`src/rtl/serial_add8.sv`:
```
// Bit-serial adder: operands shift through one full-adder slice (two cascaded
// half-adders plus a carry flop) LSB-first; the result leaves on a valid/ready port.
module serial_add8 #(
  parameter int WIDTH = 8
) (
  input  logic             clk,
  input  logic             rst,
  input  logic             in_valid,
  output logic             in_ready,
  input  logic [WIDTH-1:0] a,
  input  logic [WIDTH-1:0] b,
  output logic             out_valid,
  input  logic             out_ready,
  output logic [WIDTH-1:0] sum,
  output logic             cout,
  output logic             busy
);

  localparam int CW = (WIDTH > 1) ? $clog2(WIDTH) : 1;

  typedef enum logic [1:0] {IDLE, RUN, DONE} state_t;

  state_t           state, state_nxt;
  logic [WIDTH-1:0] a_sh, b_sh;
  logic [CW-1:0]    cnt;
  logic             carry;
  logic             accept, last;
  logic             p, g, s, t, carry_nxt;

  // Full-adder slice built from two half-adders
  assign p         = a_sh[0] ^ b_sh[0];
  assign g         = a_sh[0] & b_sh[0];
  assign s         = p ^ carry;
  assign t         = p & carry;
  assign carry_nxt = g | t;
  assign last      = (cnt == CW'(WIDTH - 1));

  always_ff @(posedge clk) begin
    if (rst) state <= IDLE;
    else     state <= state_nxt;
  end

  // Handshake outputs are decoded purely from the state register
  always_comb begin
    state_nxt = state;
    in_ready  = 1'b0;
    out_valid = 1'b0;
    busy      = 1'b0;
    accept    = 1'b0;
    case (state)
      IDLE: begin
        in_ready = 1'b1;
        if (in_valid) begin
          accept    = 1'b1;
          state_nxt = RUN;
        end
      end
      RUN: begin
        busy = 1'b1;
        if (last) state_nxt = DONE;
      end
      DONE: begin
        busy      = 1'b1;
        out_valid = 1'b1;
        if (out_ready) state_nxt = IDLE;
      end
      default: state_nxt = IDLE;
    endcase
  end

  always_ff @(posedge clk) begin
    if (rst) begin
      a_sh  <= '0;
      b_sh  <= '0;
      cnt   <= '0;
      carry <= 1'b0;
      sum   <= '0;
      cout  <= 1'b0;
    end else if (accept) begin
      a_sh  <= a;
      b_sh  <= b;
      cnt   <= '0;
      carry <= 1'b0;
    end else if (state == RUN) begin
      // sum fills from the MSB end so bit 0 lands at the LSB after WIDTH shifts
      a_sh  <= {1'b0, a_sh[WIDTH-1:1]};
      b_sh  <= {1'b0, b_sh[WIDTH-1:1]};
      sum   <= {s, sum[WIDTH-1:1]};
      carry <= carry_nxt;
      cnt   <= cnt + CW'(1);
      if (last) cout <= carry_nxt;
    end
  end

endmodule

```
`config.mk`:
```
export PLATFORM = sky130hd
export DESIGN_NAME = serial_add8
export DESIGN_NICKNAME = d
export VERILOG_FILES = /design/src/rtl/serial_add8.sv
export SDC_FILE = /design/constraint.sdc
export NUM_CORES = 1
export LEC_CHECK = 0
export CAP_MARGIN = 40
export CORE_MARGIN = 8
export CORE_UTILIZATION = 50
export DETAILED_ROUTE_END_ITERATION = 16
export PLACE_DENSITY = 0.8
export SLEW_MARGIN = 20
export SYNTH_ARGS = -nofsm -noshare
export SYNTH_HDL_FRONTEND = slang
export SYNTH_SLANG_ARGS = --single-unit
```
`constraint.sdc`:
```
create_clock -name clk -period 2 [get_ports clk]
set_input_delay 0.4 -clock clk [delete_from_list [all_inputs] [get_ports clk]]
set_output_delay 0.4 -clock clk [all_outputs]
set_load 0.005 [all_outputs]
```
==> Word-level counts from Yosys, hierarchy flattened <==
Index checks and enable logic that the tools add are counted.
{ "totals": {"regBits": 31, "wordCells": 40} }
{ "classes": {"addsub": 1, "n_eq_ne": 6, "n_mux": 13, "bitwise_logic": 6, "n_reduce_logical": 7} }
{ "ops": {"columns": ["op", "count"], "rows": [
  ["8-bit 2-to-1 mux", 4],
  ["2-bit 2-to-1 mux", 3],
  ["2-bit != test, second input constant", 3],
  ["2-bit one-hot mux with 3 select lines", 1],
  ["3-bit AND reduction", 2],
  ["1-bit 2-to-1 mux", 5],
  ["2-bit OR reduction", 2],
  ["3-bit by 1-bit adder with 3-bit output, second input constant", 1],
  ["3-bit equality test, second input constant", 1],
  ["1-bit bitwise AND", 2],
  ["2-bit by 1-bit equality test with 1-bit output, second input constant", 1],
  ["2-bit equality test, second input constant", 1],
  ["2-bit logical NOT", 1],
  ["2-bit AND reduction", 1],
  ["2-bit nonzero test", 1],
  ["1-bit bitwise XOR", 2],
  ["1-bit NOT", 1],
  ["1-bit bitwise OR", 1]
]} }

==> Depth between registers and ports, before layout <==
Gate-level depths: netlist (run 1).
{ "logic_depth": {"depth_word": 4, "mapped_depth": 7} }

==> Least setup slack after synthesis (run 1) <==
OpenSTA, ideal clock, no wires.
{ "synth_timing": {"kind": "register to register", "startpoint": "register state[0]", "endpoint": "register state[0]", "setup_ns": 0.072, "t_arrival_ns": 1.293, "path_slack_ns": 0.635, "path_stages_with_launch": 5, "path_buffers": 0, "synth_period_minus_slack_ns": 1.365, "path_cell_list": "dfxtp_1 > inv_1 > ha_1 > a222oi_1 > mux2i_1"} }
{ "synth_between": {"elab_chain_len": 3} }
{ "synth_rtl": {"columns": ["item", "line_no", "text"], "rows": [
  ["start: declaration", "23", "state_t state, state_nxt;"],
  ["start signal: assignment", "40", "else state <= state_nxt;"],
  ["2-bit by 1-bit equality test with 1-bit output (tied with other cells)", "50", "case (state)"],
  ["2-bit != test (no line)", null, null],
  ["3-bit AND reduction (no line)", null, null]
]} }
Parallel ways exist; a longest one is shown, timed or not.
A chain may end at the register's enable or synchronous reset.

==> Final worst setup path (run 1) <==
{ "layout_timing": {"startpoint": "register state[1]", "endpoint": "output port in_ready"} }
{ "layout_between": {"elab_chain_len": 2} }
{ "layout_rtl": {"columns": ["item", "line_no", "text"], "rows": [
  ["2-bit logical NOT", "50", null],
  ["1-bit 2-to-1 mux", "50", null],
  ["end: declaration", "9", "output logic in_ready,"]
]} }
No other way between the ends.

==> reports/metrics.cfg, run 1 <==
[global_routing]
grt_usage = 0.134
grt_pass1_wl_um = 4710
antenna_found_initial = 0
top_usage_layer = met2
met2_usage = 0.230
grt_pass1_vias = 1082
grt_use_met3 = 0.0630
grt_max_degree = 32
met1_usage = 0.139
grt_overflow = 0

[layout]
diodes = 0
area_growth_pct = 26.7
final_util = 0.655
drive_above_1_share = 0.0882
num-nets-final = 197

[routing]
drc = 0
drt_iter0_drc = 41
wl_per_cell_um = 13.8
vias = 1053
firstDrtPassIters = 4
ant_nets = 0
wl_um = 2770
drt-vias-per-instance = 5.24

[synth]
ys_warn_count = 0
ys_ff_latch = 31
syn_inst = 139
ys_seq_area_frac = 0.447
synth_area_mm2 = 0.00139
syn_nets = 166
syn-mean-instance-area_um2 = 9.99
ys_types = 20

[timing]
drv_slew = 0
grt_setup_unrepaired = no
fmaxAchievable_ghz = 0.522
finClkSkew_ns = 0.00874
period_share = 0.958
finalHoldViolCount = 0
postLayoutSetupSlackWorst_ns = 0.0831
setup_viol = 0
maxSlewHeadroom = 0.677
post-route-min-period_ns = 1.92
worstMarginPinSlew_ns = 0.485
finalSetupTns_ns = 0

[pwr]
finalPower_uw = 1900
p_seq_frac = 0.433
intPower_uw = 1270
peakVddDrop_mv = 0.812
power.density_mw_per_mm2 = 1080
switching_share = 0.333
p_switching_uw = 632
p_comb_frac = 0.374
p_leak_uw = 0.000673
clock_power_share = 0.193

[setup_path]
crit_arrival_ns = 1.52
path_cells = inv_1 > ha_1 > clkdlybuf4s50_1
cp-end-kind = primary output
critPathMaxStageDelay_ns = 0.53
path_delay_family = buffers and inverters
cp-start-kind = flop
required_ns = 1.60
worstSetupPathType = flop to primary output
slowest_stage = clkdlybuf4s50_1
path_buf_inv = 2
crit_fanout = 4

[flow_run]
cap_violations = 0

[floorplanning]
fp.dieH_um = 68.7
ios = 32
num_rows = 19
die_x_um = 68.7
core_region_area_mm2 = 0.00269
dieArea_mm2 = 0.00472
start_util = 0.517

[place]
pre_cts_ws_ns = 0.279
dpl.hpwl_um = 2040
port_buffers = 31
gp_congestion = 0.691

[clocking]
clk-insertion-delay-late_ns = 0.33
clk_pin_slew_worst_paths_ns = 0.09
htree_num_levels = 2
cts_inserted_buffers = 5
cts.sinks = 31
cts.path.max_buffers = 2
cts_root_buffer = clkbuf_4
cts_hold_buf = 0
cts_tree = done

[min_path]
min_path_type = flop to flop

[run_status]
status = completed

[kinds of logic (layout without fill, tap and decap cells)]
group                    Yosys count  after routing  share of synthesized area
XOR/XNOR                           1              1                    0.00631
multiplexers                      27             27                      0.195
flip-flops                        31             31                      0.447
buffers and inverters             16             47                     0.0640
AO/OA/AOI/OAI                     19             19                     0.0973
adder cells (fa/ha/maj)            7              7                     0.0685
AND/OR/NAND/NOR                   38             38                      0.123
[cells in the final DEF, fill, tap and decap left out, types with 3 or more instances in the layout]
cell and n:
a211oi_1 14, a21oi_1 3, buf_4 4, clkbuf_4 5, clkdlybuf4s50_1 31, dfxtp_1 29
ha_1 5, inv_1 4, mux2i_1 27, nand2_1 4, nand2b_1 4, nor2_1 22
nor3_1 4
[power by group through the flow]
stage / clock, µW / combinational (µW) / sequential, µW
2_1_floorplan: 0 / 569 / 811
6_report: 367 / 710 / 823
4_1_cts: 388 / 719 / 822
5_1_grt: 409 / 786 / 841
3_5_place_dp: 0 / 714 / 834
3_3_place_gp: 0 / 690 / 823
[through the flow]
stage | cells | hold WS [ns] | instance area, µm²
after floorplan | 139 | 0.460 | 1390
after global placement | 194 | 0.469 | 1700
after detailed placement | 194 | 0.476 | 1700
after CTS | 201 | 0.491 | 1760
after global routing | 201 | 0.523 | 1760
final | 201 | 0.490 | 1760
[worst reg2reg max path: cells and delay by family, from the launching register on]
family	cells	cell delay, ns
buf+inv	2	0.50
flops	1	0.33
compound gates	1	0.27
fa+ha+maj	1	0.19
mux	1	0.15
[cells in the mapped netlist]
cell	instances	share of area
mux2i_1	27	0.19
xnor2_1	1	0.0063
nor3_1	4	0.014
nor2_1	22	0.059
dfxtp_1	31	0.45
nand2b_1	4	0.018
nand4_1	1	0.0045
and2_1	1	0.0045
buf_2	5	0.018
clkbuf_1	3	0.0081
a211oi_1	14	0.076
a222oi_1	1	0.0072
o21ai_0	1	0.0036
fa_1	1	0.014
buf_6	3	0.024
ha_1	6	0.054
a21oi_1	3	0.011
nand2_1	4	0.011
nand3b_1	2	0.011
inv_1	5	0.014
[layout make-up]
class,count,area [µm²]
inverter,5,18.8
tap,31,38.8
clock buffer,6,51.3
fill,236,927
multi-input combinational,92,682
clock inverter,1,5.00
timing repair buffer,35,340
sequential,31,623
[what timing repair did]
action | in CTS | in global routing
resized for setup | 1 | 2
gates cloned | 0 | 0
buffers inserted | 0 | 0
endpoints found under the setup margin | 1 | 2
[path summary, 6_finish.rpt]
kind / from / endpoint / slack [ns] / cells after the start
max: state[1] / in_ready / 0.08 / 3
min: cout / cout / 0.49 / 2
max reg2reg: state[1] / a_sh[3] / 0.46 / 5
min reg2reg: cout / cout / 0.49 / 2
[registers in the layout, summed over array words and instances (netlist names)]
signal  flops
cout        1
b_sh        8
state       2
sum         8
carry       1
a_sh        8
cnt         3
[per-layer routing]
| layer | vias up | part of all wire |
|---|---|---|
| met5 | - | 0 |
| met4 | 0 | 0.016 |
| met3 | 5 | 0.073 |
| met2 | 23 | 0.51 |
| met1 | 478 | 0.40 |
| li1 | 547 | - |
No activity file was read; power rests on OpenSTA's default activity.
==> run 2, diff against run 1 <==
CORE_ASPECT_RATIO = 1.2   (was not set)
==> reports/metrics.cfg, run 2 (synthesis gave the netlist of run 1 again) <==
[routing]
drt_iter0_drc = 32
wl_per_cell_um = 13.7
firstDrtPassIters = 4
vias = 1083
drt-vias-per-instance = 5.28
ant_nets = 0
wl_um = 2810
drc = 0

[floorplanning]
die_x_um = 64.1
core_region_area_mm2 = 0.00271
num_rows = 21
start_util = 0.513
ios = 32
dieArea_mm2 = 0.00473
fp.dieH_um = 73.7

[clocking]
post-cts-setup-buffers = 0
cts_tree = done
clk_pin_slew_worst_paths_ns = 0.09
cts_root_buffer = clkbuf_4
htree_num_levels = 2
cts-resized-gates = 1
cts_hold_buf = 0
clk-insertion-delay-late_ns = 0.33
cts.sinks = 31
cts.path.max_buffers = 2
cts_inserted_buffers = 5

[global_routing]
grt_usage = 0.125
antenna_found_initial = 0
grt_overflow = 0
grt_pass1_vias = 1058
grt_pass1_wl_um = 4620
grt_max_degree = 32

[place]
dp_cells = 197
dpl.hpwl_um = 2030
place_area_mm2 = 0.00170
port_buffers = 31
gp_congestion = 0.716

[pwr]
p_switching_uw = 662
p_comb_frac = 0.357
p_seq_frac = 0.396
clock_power_share = 0.247
finalPower_uw = 2080
p_leak_uw = 0.000689
power.density_mw_per_mm2 = 1150
switching_share = 0.319
peakVddDrop_mv = 0.942
intPower_uw = 1420

[layout]
stdcell_area_mm2 = 0.00181
area_growth_pct = 30.0
most-common-layout-cells = 31 x clkdlybuf4s50_1, 29 x dfxtp_1, 27 x mux2i_1
final_cell_count_no_fill = 205
reg_top3 = a_sh: 8 flops, b_sh: 8 flops, sum: 8 flops
diodes = 0
final_util = 0.667
drive_above_1_share = 0.0994
num-nets-final = 197
final_common_cell = clkdlybuf4s50_1

[setup_path]
cp-start-kind = flop
cp-end-kind = primary output
crit_fanout = 3
crit_arrival_ns = 1.53
required_ns = 1.60
worstSetupPathType = flop to primary output

[timing]
maxSlewHeadroom = 0.656
post-route-min-period_ns = 1.93
period_share = 0.967
setup_viol = 0
finalSetupTns_ns = 0
finalHoldViolCount = 0
worstMarginPinSlew_ns = 0.516
drv_slew = 0
grt_setup_unrepaired = no
fmaxAchievable_ghz = 0.517
finClkSkew_ns = 0.0123

[min_path]
min_path_type = flop to flop

[flow_run]
cap_violations = 0

[run_status]
status = completed

==> run 2: cell count changes in the layout (fill, tap and decap cells not counted), sizes merged <==
cell	change
bufinv	+1
==> run 2: area by class of cell <==
type                            count  area, µm²
Sequential cell                    31        623
Inverter                            5       18.8
Multi-Input combinational cell     92        694
Clock buffer                        6       51.3
Clock inverter                      2       35.0
Fill cell                         218        901
Timing Repair Buffer               35        340
Tap cell                           34       42.5
==> run 2: metal layers <==
layer | routed length (µm) | GRT usage
met2 | 1440 | 0.221
met3 | 161 | 0.0610
met1 | 1180 | 0.121
met4 | 34 | 0.0510
met5 | 0 | 0
==> run 2: worst paths after layout <==
kind | startpoint | end | slack (ns) | cells past startpoint
setup reg to reg | state[1] | b_sh[0] | 0.48 | 5
hold reg to reg | cout | cout | 0.50 | 2
hold / removal | cout | cout | 0.50 | 2
setup / recovery | state[0] | busy | 0.07 | 3
==> run 2: worst max-delay path, cell delays in order, from the launching register on <==
cell	delay, ns
dfxtp_2	0.35
inv_1	0.10
ha_4	0.27
clkdlybuf4s50_1	0.49
==> run 2: metrics by stage <==
stage	worst slack (ns)	hold WS [ns]
floorplan	0.635	0.460
detailed placement	0.284	0.480
global placement	0.343	0.468
global route	0.00785	0.525
CTS	0.0120	0.496
finish	0.0662	0.497
==> run 2: power by group through the flow <==
stage	Clock (µW)	Sequential, µW	Combinational [µW]
2_1_floorplan	0	811	569
3_3_place_gp	0	823	686
3_5_place_dp	0	832	720
4_1_cts	525	820	727
5_1_grt	556	840	811
6_report	514	823	741
==> run 3, diff against run 2 <==
--- a/config.mk
+++ b/config.mk
@@ -10,4 +10,5 @@
 export CORE_MARGIN = 8
 export CORE_UTILIZATION = 50
+export CTS_CLUSTER_SIZE = 16
 export DETAILED_ROUTE_END_ITERATION = 16
 export PLACE_DENSITY = 0.8
==> constraint.sdc (replaced) <==
create_clock -name clk -period 2 [get_ports clk]
set_input_delay 0.4 -clock clk [delete_from_list [all_inputs] [get_ports clk]]
set_output_delay 0.4 -clock clk [all_outputs]
set_load 0.05 [all_outputs]
==> reports/metrics.cfg, run 3 (synthesis gave the netlist of run 1 again) <==
[pwr]
finalPower_uw = 2090
p_switching_uw = 757
intPower_uw = 1340
p_comb_frac = 0.414
peakVddDrop_mv = 0.644
p_leak_uw = 0.000684
clock_power_share = 0.195
switching_share = 0.362
p_seq_frac = 0.391
power.density_mw_per_mm2 = 1170

[floorplanning]
fp.dieH_um = 73.7
die_x_um = 64.1
core_region_area_mm2 = 0.00271
dieArea_mm2 = 0.00473
ios = 32
start_util = 0.513
num_rows = 21

[min_path]
min_path_type = flop to flop
hold_end = a_sh[7]
whs_path_depth = 2
min-delay-start = a_sh[7]

[setup_path]
cp-start-kind = flop
r2r_setup_slack_ns = 0.46
crit_arrival_ns = 1.50
rr_worst_depth = 5
cp-end-kind = primary output
path_buf_inv = 1
path_delay_family = buffers and inverters
rr_startpoint = state[1]
critPathMaxStageDelay_ns = 0.81
required_ns = 1.60
worstSetupPathType = flop to primary output
path_cells = clkdlybuf4s50_1
reg2reg_to = a_sh[2]
crit_fanout = 3
slowest_stage = clkdlybuf4s50_1

[clocking]
cts-resized-gates = 0
htree_num_levels = 2
clk_pin_slew_worst_paths_ns = 0.09
post-cts-setup-buffers = 0
cts_hold_buf = 0
cts_tree = done
cts_inserted_buffers = 5
clk-insertion-delay-late_ns = 0.33
cts.sinks = 31
cts_root_buffer = clkbuf_4
cts.path.max_buffers = 2

[routing]
wl_um = 2650
drc = 0
firstDrtPassIters = 4
drt_iter0_drc = 28
drt-vias-per-instance = 5.24
ant_nets = 0
wl_per_cell_um = 13.0
vias = 1069

[timing]
grt_setup_unrepaired = no
finClkSkew_ns = 0.00860
maxSlewHeadroom = 0.660
drv_slew = 0
postLayoutSetupSlackWorst_ns = 0.0998
fin_hold_ws_ns = 0.494
finalHoldViolCount = 0
setup_viol = 0
finalSetupTns_ns = 0
fmaxAchievable_ghz = 0.526
post-route-min-period_ns = 1.90
period_share = 0.950
worstMarginPinSlew_ns = 0.509

[place]
port_buffers = 31
dpl.hpwl_um = 1890
gp_congestion = 0.694
dp_cells = 196
pre_cts_ws_ns = 0.282

[layout]
most-common-layout-cells = 31 x dfxtp_1, 28 x clkdlybuf4s50_1, 27 x mux2i_1
reg_top3 = a_sh: 8 flops, b_sh: 8 flops, sum: 8 flops
final_common_cell = dfxtp_1
drive_above_1_share = 0.0824
num-nets-final = 196
final_cell_count_no_fill = 204
area_growth_pct = 28.4
diodes = 0

[global_routing]
grt_max_degree = 34
antenna_found_initial = 0
grt_pass1_wl_um = 4470
grt_usage = 0.119
grt_pass1_vias = 1031
grt_overflow = 0

[run_status]
status = completed

[flow_run]
cap_violations = 0

## run 3: cell types whose count changed in the layout (fill, tap and decap cells not counted), sizes merged
cell	delta
clkinv	-1
clkbuf	+2
buf	+2
clkdlybuf4s50	-3
bufinv	-1
## run 3: layer usage
metal | wire (µm) | GRT usage | vias up
met2 | 1300 | 0.200 | 24
met1 | 1120 | 0.120 | 494
met3 | 168 | 0.0579 | 8
li1 | - | - | 543
met4 | 59 | 0.0631 | 0
met5 | 0 | 0 | -
## run 3: cell type report
type                       count  area (µm²)
fill                         225         923
multi-input combinational     92         682
tap                           34        42.5
timing repair buffer          34         350
clock buffer                   8        68.8
inverter                       5        18.8
sequential                    31         621
## run 3: how the worst max path moves through the flow
stage / from / to / slack [ns] / depth (start not counted)
floorplan: state[0] / cout / 0.39 / 6
global placement: out_ready / state[0] / 0.35 / 4
detailed placement: out_ready / state[1] / 0.28 / 4
CTS: sum[7] / sum[7] / 0.08 / 1
global route: sum[2] / sum[2] / 0.03 / 1
finish: sum[7] / sum[7] / 0.1 / 1
## run 3: stage by stage
stage	util	instance area, µm²
after floorplan	-	1390
after global placement	0.633	1710
after detailed placement	0.633	1710
after CTS	0.659	1780
after global routing	0.659	1780
final	0.659	1780
## run 3: power by group through the flow
stage	Clock, µW	Sequential [µW]	Combinational (µW)
CTS	419	820	877
finish	408	818	867
detailed placement	0	833	870
global placement	0	824	850
floorplan	0	835	684
global route	453	833	942
